### src/rtl/mem_arb_pkg.sv
// mem_arb_pkg: shared types for the unified-memory port arbiter.
//   arb_state_t : arbiter FSM states (IDLE, BUSY_IF, BUSY_DM)
//   port_id_t   : requesting port identifier (PORT_IF, PORT_DM)
//   busy_state(): maps a winning port to the BUSY state that serves it
package mem_arb_pkg;

  typedef enum logic [1:0] {
    IDLE    = 2'd0,
    BUSY_IF = 2'd1,
    BUSY_DM = 2'd2
  } arb_state_t;

  typedef enum logic {
    PORT_IF = 1'b0,
    PORT_DM = 1'b1
  } port_id_t;

  function automatic arb_state_t busy_state(input port_id_t p);
    return (p == PORT_IF) ? BUSY_IF : BUSY_DM;
  endfunction

endpackage

### src/rtl/mem_arb_starve_ctr.sv
// mem_arb_starve_ctr: counts consecutive DM grants taken while IF is waiting.
// Once the count reaches STARVE_MAX, force_if tells the arbiter to hand the
// next grant to IF.
// Ports:
//   clk, reset : clock, asynchronous active-high reset
//   if_req     : IF request (count clears whenever IF is not requesting)
//   if_gnt     : IF granted this cycle (clears the count)
//   dm_gnt     : DM granted this cycle (increments while IF waits)
//   force_if   : count has saturated at STARVE_MAX
module mem_arb_starve_ctr #(
  parameter int STARVE_MAX = 4
) (
  input  logic clk,
  input  logic reset,
  input  logic if_req,
  input  logic if_gnt,
  input  logic dm_gnt,
  output logic force_if
);

  localparam int SW = $clog2(STARVE_MAX + 1);

  logic [SW-1:0] count;

  always_ff @(posedge clk or posedge reset) begin
    if (reset) begin
      count <= '0;
    end else if (!if_req || if_gnt) begin
      count <= '0;
    end else if (dm_gnt && (count != SW'(STARVE_MAX))) begin
      count <= count + 1'b1;
    end
  end

  assign force_if = (count == SW'(STARVE_MAX));

endmodule

### src/rtl/mem_port_arbiter.sv
// mem_port_arbiter: shares one single-port memory between the fetch (IF) and
// memory (DM) pipeline stages, one access at a time, with a fixed MEM_LAT
// access latency.
// Ports:
//   clk, reset              : clock, asynchronous active-high reset
//   if_req/if_addr          : fetch request, held until if_gnt
//   if_gnt/if_rvalid/if_rdata/if_stall : fetch grant, response pulse, data, stall
//   dm_req/dm_we/dm_addr/dm_wdata      : data request, held until dm_gnt
//   dm_gnt/dm_rvalid/dm_rdata/dm_stall : data grant, response pulse, data, stall
//   mem_en/mem_we/mem_addr/mem_wdata   : registered memory command
//   mem_rdata               : memory read data, valid in the last BUSY cycle
//   dbg_state               : current arbiter FSM state
//   perf_if_wait/perf_dm_wait : saturating wait-cycle counters, present only
//                               when PERF_CNT_EN is defined
// Handshake: a port raises x_req with its command and holds them stable until
// x_gnt is seen high in the same cycle; the access is then owned by the
// arbiter and exactly one x_rvalid pulse follows MEM_LAT+1 cycles later.
module mem_port_arbiter
  import mem_arb_pkg::*;
#(
  parameter int AW         = 32,
  parameter int DW         = 32,
  parameter int MEM_LAT    = 1,
  parameter int STARVE_MAX = 4
) (
  input  logic          clk,
  input  logic          reset,
  input  logic          if_req,
  input  logic [AW-1:0] if_addr,
  output logic          if_gnt,
  output logic          if_rvalid,
  output logic [DW-1:0] if_rdata,
  output logic          if_stall,
  input  logic          dm_req,
  input  logic          dm_we,
  input  logic [AW-1:0] dm_addr,
  input  logic [DW-1:0] dm_wdata,
  output logic          dm_gnt,
  output logic          dm_rvalid,
  output logic [DW-1:0] dm_rdata,
  output logic          dm_stall,
  output logic          mem_en,
  output logic          mem_we,
  output logic [AW-1:0] mem_addr,
  output logic [DW-1:0] mem_wdata,
  input  logic [DW-1:0] mem_rdata,
  output arb_state_t    dbg_state
`ifdef PERF_CNT_EN
  ,
  output logic [31:0]   perf_if_wait,
  output logic [31:0]   perf_dm_wait
`endif
);

  localparam int CW = (MEM_LAT > 1) ? $clog2(MEM_LAT) : 1;

  arb_state_t    state;
  logic [CW-1:0] cnt;
  logic          idle;
  logic          force_if;
  port_id_t      win;

  // Grants are only offered in IDLE and never while reset is applied.
  // DM wins ties unless IF has been starved for STARVE_MAX grants.
  assign idle   = (state == IDLE) && !reset;
  assign if_gnt = idle && if_req && (!dm_req || force_if);
  assign dm_gnt = idle && dm_req && !if_gnt;
  assign win    = if_gnt ? PORT_IF : PORT_DM;

  assign if_stall  = if_req && !if_rvalid;
  assign dm_stall  = dm_req && !dm_rvalid;
  assign dbg_state = state;

  mem_arb_starve_ctr #(
    .STARVE_MAX(STARVE_MAX)
  ) u_starve (
    .clk     (clk),
    .reset   (reset),
    .if_req  (if_req),
    .if_gnt  (if_gnt),
    .dm_gnt  (dm_gnt),
    .force_if(force_if)
  );

  always_ff @(posedge clk or posedge reset) begin
    if (reset) begin
      state     <= IDLE;
      cnt       <= '0;
      mem_en    <= 1'b0;
      mem_we    <= 1'b0;
      mem_addr  <= '0;
      mem_wdata <= '0;
      if_rvalid <= 1'b0;
      dm_rvalid <= 1'b0;
      if_rdata  <= '0;
      dm_rdata  <= '0;
    end else begin
      if_rvalid <= 1'b0;
      dm_rvalid <= 1'b0;
      case (state)
        IDLE: begin
          if (if_gnt || dm_gnt) begin
            mem_en <= 1'b1;
            cnt    <= CW'(MEM_LAT - 1);
            state  <= busy_state(win);
            if (if_gnt) begin
              mem_we   <= 1'b0;
              mem_addr <= if_addr;
            end else begin
              mem_we    <= dm_we;
              mem_addr  <= dm_addr;
              mem_wdata <= dm_wdata;
            end
          end
        end
        BUSY_IF, BUSY_DM: begin
          if (cnt == '0) begin
            mem_en <= 1'b0;
            mem_we <= 1'b0;
            state  <= IDLE;
            if (state == BUSY_IF) begin
              if_rvalid <= 1'b1;
              if_rdata  <= mem_rdata;
            end else begin
              dm_rvalid <= 1'b1;
              // A write ack leaves the last read value in place.
              if (!mem_we) dm_rdata <= mem_rdata;
            end
          end else begin
            cnt <= cnt - 1'b1;
          end
        end
        default: state <= IDLE;
      endcase
    end
  end

`ifdef PERF_CNT_EN
  always_ff @(posedge clk or posedge reset) begin
    if (reset) begin
      perf_if_wait <= '0;
      perf_dm_wait <= '0;
    end else begin
      if (if_req && !if_gnt && (perf_if_wait != '1)) perf_if_wait <= perf_if_wait + 1'b1;
      if (dm_req && !dm_gnt && (perf_dm_wait != '1)) perf_dm_wait <= perf_dm_wait + 1'b1;
    end
  end
`endif

endmodule

### config.mk
export PLATFORM = sky130hd
export DESIGN_NAME = mem_port_arbiter
export DESIGN_NICKNAME = d
export VERILOG_FILES = /design/src/rtl/mem_arb_pkg.sv /design/src/rtl/mem_arb_starve_ctr.sv /design/src/rtl/mem_port_arbiter.sv
export SDC_FILE = /design/constraint.sdc
export NUM_CORES = 1
export LEC_CHECK = 0
export ABC_AREA = 1
export BUFFER_PORTS_ARGS = -buffer_cell sky130_fd_sc_hd__clkbuf_2
export CORE_MARGIN = 10
export CORE_UTILIZATION = 35
export CTS_BUF_LIST = sky130_fd_sc_hd__clkbuf_4 sky130_fd_sc_hd__clkbuf_8 sky130_fd_sc_hd__clkbuf_16
export DETAILED_ROUTE_END_ITERATION = 6
export PLACE_DENSITY = 0.66
export SLEW_MARGIN = 0
export SYNTH_ARGS = -nofsm -noshare
export SYNTH_HDL_FRONTEND = slang
export SYNTH_SLANG_ARGS = --single-unit
### constraint.sdc
create_clock -name clk -period 11 [get_ports clk]
set_input_delay 3.3 -clock clk [delete_from_list [all_inputs] [get_ports clk]]
set_output_delay 3.3 -clock clk [all_outputs]
set_load 0.01 [all_outputs]
==> metrics.txt, run 1 <==
placed insts=1145; DR WL/cell=15.7 um; final critical-path required period=8.91 ns; RSZ-0062 raised after global routing=false; htree depth=4; Root Driver=clkbuf_16; Max Cap Viol=0; Synth Cell Area=0.00597 sq mm; largest net degree at the start of global routing=73; Post-route DRC=0; fillers=between 1.5k and 2k; Initial Util=35.9%; Critical Path RT=approximately 7.7 ns; Placer Congestion=0.892; hold buffers post-CTS=0; initial antenna violation count=1; die area=0.0227 sq mm; first-pass GRT wire length=roughly 29 mm; vias=~5.2k; site row count=47; total track usage=around 16%; Max Fclk=between 100 and 150 MHz; total CTS buffers=17; Slew Viols, Final=0; CP Capture Type=primary output; pwr dens=303 mW/mm^2; CTS clk-pin slew, worst paths=0.06 ns; Slew headroom=37.5%; vias in the first global route=about 5.5k; VDD IR max=0.172 mV; Port Buffer Count=270; Final period util=81.0%; fraction of layout cells with a size suffix above 1=35.5%; Hold Path Class=flip-flop to flip-flop; GR Overflow Total=0; CTS max path bufs=2; Fin. Hold Viols=0; status=finished clean; Ports=271; nets@finish=1082; most frequent cell after synthesis=nand2_1; cell mode on critical path=clkbuf_2; Synth top area share=57.4%; maximum net fanout on the critical path=38; die height=151 um; Post-synth EDFFs=0; total power=2.45 mW; Syn Inst Count=686; Routed Antenna Nets=0; Post-Place Worst Slack=just over 2 ns; setup_tns=0 ns; worst hold margin=0.471 ns; syn_nets=824; worst-skew pair later-pin latency=0.42 ns; cts repair resizes=0; first-pass detailed-route iteration total=4; first-iteration detailed-routing DRC count=229; Crit-path slowest cell=nand3_4; sequential-to-total area share from yosys stat=57.4%; Die Width=approximately 150 um; WP data arrival=roughly 5.6 ns; # Post-CTS Setup Buffers=0; fin cells=1178; Placed Area=0.00742 sq mm; P&R area growth vs syn=35.5%; Worst setup SP type=input port; final core utilization=48.6%; ys flop type=dfrtp_1; path type of the worst setup path=input port to primary output; Worst Setup Slack, final=2.09 ns; yosys warns=0; syn avg cell area=8.71 sq um; area leader, netlist=dfrtp_1; Final setup viols=0; vias per cell=4.45; Commonest cells post-synth=nand2_1, dfrtp_1, inv_1; FF+latch count, synth=137; Slowest Stage Delay on Critical Path=0.58 ns; Core ar.=0.0166 sq mm; post-synth cell types=22; Routed WL=18.5 mm; HPWL after DPL=13.6 mm; Slew @ Worst Pin=0.938 ns; leakage=4.74 nW; Clock Skews=around 0.013 ns; synth top area cells=dfrtp_1, nand2_1, nand3_1; post-route cell area=around 0.0081 sq mm; clk sinks=137; Async S/R FF share, synth=100%; CP cell instances=clkbuf_2, nand2_2, nand3_4, nand2_4, inv_2, clkbuf_2; CTS tree=yes
[critical path, delay by kind of cell]
kind,cells,cell delay (ns)
AND/OR/NAND/NOR,3,1.58
buffers and inverters,3,0.68
[path summary, 6_finish.rpt]
check                             startpoint             to  slack (ns)  cells after the start
setup / recovery                      dm_req         dm_gnt        2.09                      6
hold / removal                   dm_rdata[7]    dm_rdata[7]        0.47                      2
setup reg to reg           u_starve.count[0]  mem_wdata[23]        8.10                      9
hold reg to reg                  dm_rdata[7]    dm_rdata[7]        0.47                      2
max in group asynchronous              reset   if_rdata[22]        6.65                      3
min in group asynchronous              reset         mem_we        3.00                      2
[cells in the final DEF, fill, tap and decap left out]
master       n
dfrtp_1    137
mux2_2      17
clkbuf_16   17
bufinv_16    5
clkbuf_8     2
nor2_4       3
clkbuf_2   270
ha_1         4
a21oi_1     15
nand2_2      5
diode_2      1
nand3_4      1
ha_2         1
nand3_1     85
inv_2        3
a21oi_4      1
inv_6        7
nor2_1      18
clkbuf_4     1
o21ai_1      5
buf_4        4
nand2_1    250
inv_1       87
xnor2_1      1
o21ai_0     15
clkinv_2     1
nand2_4      1
o21ai_2      1
[where the power goes]
group	internal, mW	switching (mW)	total (mW)
clock network	0.421	0.230	0.651
logic	0.348	0.568	0.916
registers	0.747	0.134	0.881
[metal layers]
layer / routed length (um) / global-route usage [%] / vias to the layer above / share of wire [%]
met5: 0 / 0 / - / 0
met4: 334 / 5.92 / 0 / 1.8
met3: 2320 / 7.83 / 23 / 13
met2: 8080 / 24.9 / 206 / 44
met1: 7750 / 18.9 / 2378 / 42
li1: - / - / 2634 / -
[sequential cells by signal, summed over array words and instances (netlist names)]
signal,count
mem_en,1
if_rvalid,1
dbg_state,2
mem_addr,32
if_rdata,32
u_starve.count,3
mem_we,1
dm_rvalid,1
mem_wdata,32
dm_rdata,32
[layout make-up]
| cell class | count | area (sq um) | area share, % |
|---|---|---|---|
| antenna | 1 | 2.50 | 0.0309 |
| clock buffer | 20 | 460 | 5.69 |
| clock inverter | 12 | 208 | 2.57 |
| inverter | 91 | 347 | 4.28 |
| multi-input combinational | 423 | 1990 | 24.6 |
| sequential | 137 | 3430 | 42.4 |
| tap | 220 | 275 | 3.40 |
| timing repair buffer | 274 | 1380 | 17.1 |
[cell families after synthesis]
family	Yosys count	synth area share [%]
adder cells (fa/ha/maj)	5	1.05
XOR/XNOR	1	0.147
multiplexers	17	3.21
flip-flops	137	57.4
AND/OR/NAND/NOR	363	25.5
buffers and inverters	126	9.30
AO/OA/AOI/OAI	37	3.35
Note: power is estimated with default switching activity, not from simulation.
==> run 2: changes to the inputs <==
==> constraint.sdc (replaced) <==
create_clock -name clk -period 9.1 [get_ports clk]
set_input_delay 2.73 -clock clk [delete_from_list [all_inputs] [get_ports clk]]
set_output_delay 2.73 -clock clk [all_outputs]
set_load 0.01 [all_outputs]
==> run 2 against run 1 <==
Sequential power is 21% higher. Setup slack worse by 0.71 ns. Sequential cell count is the same. Combinational power up 20%. Die area did not move.
==> metrics.txt, run 2 (synthesized netlist as in run 1, its figures left out) <==
site row count=47 (unchanged); first-pass GRT wire length=28.8 mm (-0.21%); Crit-path slowest cell=nand3_4; most frequent cells in the layout=clkbuf_2, nand2_1, dfrtp_1; RSZ-0062 raised after global routing=false; Critical Path RT=6.37 ns (-1.33 ns); Slew Viols, Final=0 (unchanged); setup_tns=0 ns (unchanged); Post-route DRC=0 (unchanged); Placer Congestion=0.889 (-0.33%); maximum net fanout on the critical path=38 (unchanged); commonest non-fill, non-tap cell in the layout=clkbuf_2; fillers=1657 (+1.9%); Worst setup SP type=input port; Core ar.=0.0166 sq mm (unchanged); Critical R2R Launch=u_starve.count[0]; Clock Skews=0.00761 ns (-0.00561 ns); Routed Antenna Nets=0 (unchanged); CTS tree=yes; first-pass detailed-route iteration total=6 (+2); hold buffers post-CTS=0 (unchanged); worst-skew pair later-pin latency=0.41 ns (about the same); vias=5197 (-0.84%); VDD IR max=0.166 mV (-3.8%); die area=0.0227 sq mm (unchanged); Final setup viols=0 (unchanged); die height=151 um (unchanged); Max Fclk=130 MHz; CP Capture Type=primary output; leakage=4.68 nW (-1.2%); CTS clk-pin slew, worst paths=0.06 ns (about the same); Hold Path Class=flip-flop to flip-flop; CTS max path bufs=2 (unchanged); Port Buffer Count=270 (unchanged); Slew @ Worst Pin=1.09 ns (+0.149 ns); path type of the worst setup path=input port to primary output; vias per cell=4.42 (-0.59%); DR WL/cell=15.4 um (-1.6%); Final period util=between 80% and 90%; worst hold margin=0.475 ns (+0.00429 ns); Slowest Stage Delay on Critical Path=0.57 ns (about the same); Root Driver=clkbuf_16; CP cell instances=clkbuf_2, nand2_2, nand3_4, nand2_4, inv_2, clkbuf_2; CP top delay family=simple AND/OR/NAND/NOR gates; Initial Util=35.9% (unchanged); # Post-CTS Setup Buffers=0 (unchanged); CP bufs+invs=3 (unchanged); P&R area growth vs syn=33.8%; nets@finish=1082 (unchanged); total CTS buffers=17 (unchanged); final core utilization=48.0% (-0.62 points); crit path from=dm_req; Ports=271 (unchanged); Max Cap Viol=0 (unchanged); Die Width=151 um (unchanged); fraction of layout cells with a size suffix above 1=35.4% (-0.14 points); GR Overflow Total=0 (unchanged); cts repair resizes=0 (unchanged); total track usage=16.0% (-0.071 points); htree depth=4 (unchanged); status=finished clean; Slew headroom=27.5% (-9.9 points); first-iteration detailed-routing DRC count=206 (-10%); Fin. Hold Viols=0 (unchanged); clk sinks=137 (unchanged); hold_sp=dm_rdata[7]; cell mode on critical path=clkbuf_2; WP data arrival=4.99 ns (-0.62 ns); initial antenna violation count=0 (-1); Diodes inserted=0 (-1); pwr dens=354 mW/mm^2 (+17%); vias in the first global route=5461 (-0.091%); Routed WL=18.1 mm (-1.8%); largest net degree at the start of global routing=76 (+4.1%); HPWL after DPL=13.6 mm (about the same); final critical-path required period=7.72 ns
## run 2: cell types whose count changed in the layout (fill, tap and decap cells not counted), moves of 3 or more
cell | before | now
clkinvlp_4 | 0 | 3
inv_6 | 7 | 1
clkinv_2 | 1 | 4
clkinv_4 | 0 | 3
bufinv_16 | 5 | 2
## run 2: through the flow
step	setup WS, ns	instance area, sq um	cells	power, mW
5_1_grt	1.12	7990	1175	3.08
3_5_place_dp	1.32	7420	1145	2.20
6_report	1.38	7990	1175	2.83
2_1_floorplan	0.0383	5970	686	1.71
3_3_place_gp	1.36	7420	1145	2.18
4_1_cts	1.33	7990	1175	2.89
## run 2: area by class of cell
class	count	area, sq um	area share (%)
sequential	137	3430	42.9
multi-input combinational	423	1990	24.9
timing repair buffer	274	1380	17.3
clock buffer	18	439	5.50
inverter	91	347	4.34
tap	220	275	3.45
clock inverter	12	129	1.61
## run 2: layer usage
layer,GRT usage (%),up-vias,part of all wire (%)
li1,-,2629,-
met2,24.6,216,44
met5,0,-,0
met4,5.05,0,1.3
met3,7.86,18,13
met1,19.2,2334,41
## run 2: tightest hold or removal path, stage by stage, from the launching register on
cell	delay, ns
dfrtp_1	0.34
nand2_1	0.06
nand2_1	0.05
## run 2: path summary, 6_finish.rpt
path,slack (ns),end,cells past startpoint
max,1.38,dm_gnt,6
min,0.48,dm_rdata[7],2
max reg2reg,6.25,mem_wdata[24],9
min reg2reg,0.48,dm_rdata[7],2
max in group asynchronous,5.06,if_rdata[3],4
min in group asynchronous,2.69,u_starve.count[1],3
## run 2: where the power goes
group | internal [mW] | switching [mW] | leakage (nW)
Combinational | 0.422 | 0.679 | 2.74
Sequential | 0.903 | 0.162 | 1.67
Clock | 0.406 | 0.259 | 0.273
Total | 1.73 | 1.10 | 4.68
==> run 3: changes to the inputs <==
--- a/config.mk
+++ b/config.mk
@@ -11,7 +11,7 @@
 export CORE_UTILIZATION = 35
 export CTS_BUF_LIST = sky130_fd_sc_hd__clkbuf_4 sky130_fd_sc_hd__clkbuf_8 sky130_fd_sc_hd__clkbuf_16
 export DETAILED_ROUTE_END_ITERATION = 6
-export PLACE_DENSITY = 0.66
+export PLACE_DENSITY = 0.68
 export SLEW_MARGIN = 0
 export SYNTH_ARGS = -nofsm -noshare
 export SYNTH_HDL_FRONTEND = slang
==> constraint.sdc (replaced) <==
create_clock -name clk -period 6.8 [get_ports clk]
set_input_delay 2.04 -clock clk [delete_from_list [all_inputs] [get_ports clk]]
set_output_delay 2.04 -clock clk [all_outputs]
set_load 0.01 [all_outputs]
==> run 3 against run 2 <==
Sequential cell count unchanged. Clock power grew 32%. Global-route usage down 0.15 points. Design area up 0.19%. Sequential share of layout area fell by 0.081 points. First-iteration DRC count rose by 11%. Register-to-register slack worse by 1.6 ns. Via count rose by 0.73%. Worst hold slack lost 0.0047 ns. Non-clock buffer count is 3 higher. Clock-buffer cell count is 2 higher. Critical path type unchanged. Critical endpoint unchanged.
==> metrics.txt, run 3 (synthesized netlist as in run 1, its figures left out) <==
vias in the first global route=5319 (-2.6%); Hold Path Class=flip-flop to flip-flop; Clock Skews=0.00713 ns (-0.000481 ns); cts repair resizes=0 (unchanged); worst-skew pair later-pin latency=0.41 ns (about the same); die height=151 um (unchanged); total track usage=15.8% (-0.15 points); first-pass GRT wire length=28.5 mm (-1.3%); met2 wire length=8.30 mm (+2.9%); reg2reg end=dm_rdata[24]; fraction of layout cells with a size suffix above 1=35.6% (+0.20 points); Min-Delay Endpoint=dm_rdata[5]; htree depth=4 (unchanged); die area=0.0227 sq mm (unchanged); Worst setup SP type=input port; # Post-CTS Setup Buffers=0 (unchanged); hold_sp=dm_rdata[5]; vias=5235 (+0.73%); first-iteration detailed-routing DRC count=229 (+11%); Final period util=between 80% and 90%; placed insts=1148 (+0.26%); maximum net fanout on the critical path=33 (-13%); nets@finish=1085 (+0.28%); Top Metal Used=met5; pwr dens=473 mW/mm^2 (+33%); commonest non-fill, non-tap cell in the layout=clkbuf_2; final critical-path required period=5.55 ns; Placer Congestion=0.936 (+5.4%); Post-route DRC=0 (unchanged); Ports=271 (unchanged); Root Driver=clkbuf_16; hold buffers post-CTS=0 (unchanged); site row count=47 (unchanged); Metal-1 WL=7.63 mm (+2.4%); CP Capture Type=primary output; Routed Antenna Nets=0 (unchanged); clk sinks=137 (unchanged); Fin. Hold Viols=0 (unchanged); Critical R2R Launch=dbg_state[1]; path type of the worst setup path=input port to primary output; RSZ-0062 raised after global routing=false; total CTS buffers=17 (unchanged); vias per cell=4.44 (+0.47%); Die Width=151 um (unchanged); HPWL after DPL=13.7 mm (+0.46%); WL met3=2.30 mm (-3.7%); Port Buffer Count=270 (unchanged); Max Cap Viol=0 (unchanged); CTS max path bufs=2 (unchanged); worst hold stages=2 (unchanged); leakage=4.69 nW (+0.23%); CTS clk-pin slew, worst paths=0.06 ns (about the same); fin cells=1178 (+0.26%); Max Fclk=180 MHz; Slew headroom=39.8% (+12 points); path depth of the worst reg2reg path=7 (-2); Critical Path RT=4.76 ns (-1.61 ns); first-pass detailed-route iteration total=4 (-2); Final setup viols=0 (unchanged); Diodes inserted=0 (unchanged); Routed WL=18.5 mm (+2.0%); DR WL/cell=15.7 um (+1.8%); VDD IR max=0.224 mV (+35%); Slew @ Worst Pin=0.903 ns (-0.184 ns); status=finished clean; Slew Viols, Final=0 (unchanged); WP data arrival=3.51 ns (-1.48 ns); Core ar.=0.0166 sq mm (unchanged); P&R area growth vs syn=34.0%; largest net degree at the start of global routing=72 (-5.3%); initial antenna violation count=1 (+1); Reg2Reg Setup Slack=4.64 ns (-1.61 ns); CTS tree=yes; Initial Util=35.9% (unchanged); setup_tns=0 ns (unchanged); most frequent cells in the layout=clkbuf_2, nand2_1, dfrtp_1; GR Overflow Total=0 (unchanged)
==> run 3: cell count changes in the layout (fill, tap and decap cells not counted), sizes merged <==
cell    change
inv         +1
buf         +3
clkbuf      +2
clkinv      -2
bufinv      -1
==> run 3: worst max path at each step <==
stage / startpoint / end / slack [ns] / depth (start not counted)
floorplan: reset / dm_gnt / 0.13 / 6
global placement: dm_req / dm_gnt / 1.22 / 6
detailed placement: dm_req / dm_gnt / 1.20 / 6
CTS: dm_req / dm_gnt / 1.19 / 6
global route: dm_req / dm_gnt / 1.07 / 6
finish: dm_req / dm_gnt / 1.25 / 6
==> run 3: layout make-up <==
cell class / count / area [sq um]
Tap cell: 220 / 275
Fill cell: 1639 / 8640
Multi-Input combinational cell: 423 / 1990
Clock buffer: 20 / 467
Inverter: 91 / 345
Timing Repair Buffer: 277 / 1400
Sequential cell: 137 / 3430
Clock inverter: 10 / 95.1
==> run 3: worst max-delay path: stages <==
cell	delay (ns)
clkbuf_2	0.14
nand2_2	0.39
nand3_4	0.20
nand2_4	0.06
inv_2	0.42
clkbuf_2	0.24
==> run 3: stage by stage <==
stage / hold WS, ns / power [mW] / setup WS, ns / area [sq um] / util (%)
3_3_place_gp: 0.456 / 2.92 / 1.22 / 7440 / 44.7
4_1_cts: 0.473 / 3.86 / 1.19 / 8010 / 48.1
3_5_place_dp: 0.458 / 2.96 / 1.20 / 7440 / 44.7
6_report: 0.471 / 3.79 / 1.25 / 8010 / 48.1
5_1_grt: 0.494 / 4.10 / 1.07 / 8010 / 48.1
2_1_floorplan: 0.475 / 2.29 / 0.131 / 5980 / -
==> run 3: layer usage <==
layer,global-route usage (%),vias up
li1,-,2630
met1,18.6,2378
met2,24.9,202
met3,7.86,23
met4,5.00,2
met5,0,-
==> run 3: report_power, final <==
part | switching [mW] | internal, mW | total, mW
clock | 0.352 | 0.530 | 0.881
combinational | 0.912 | 0.567 | 1.48
sequential | 0.218 | 1.21 | 1.43
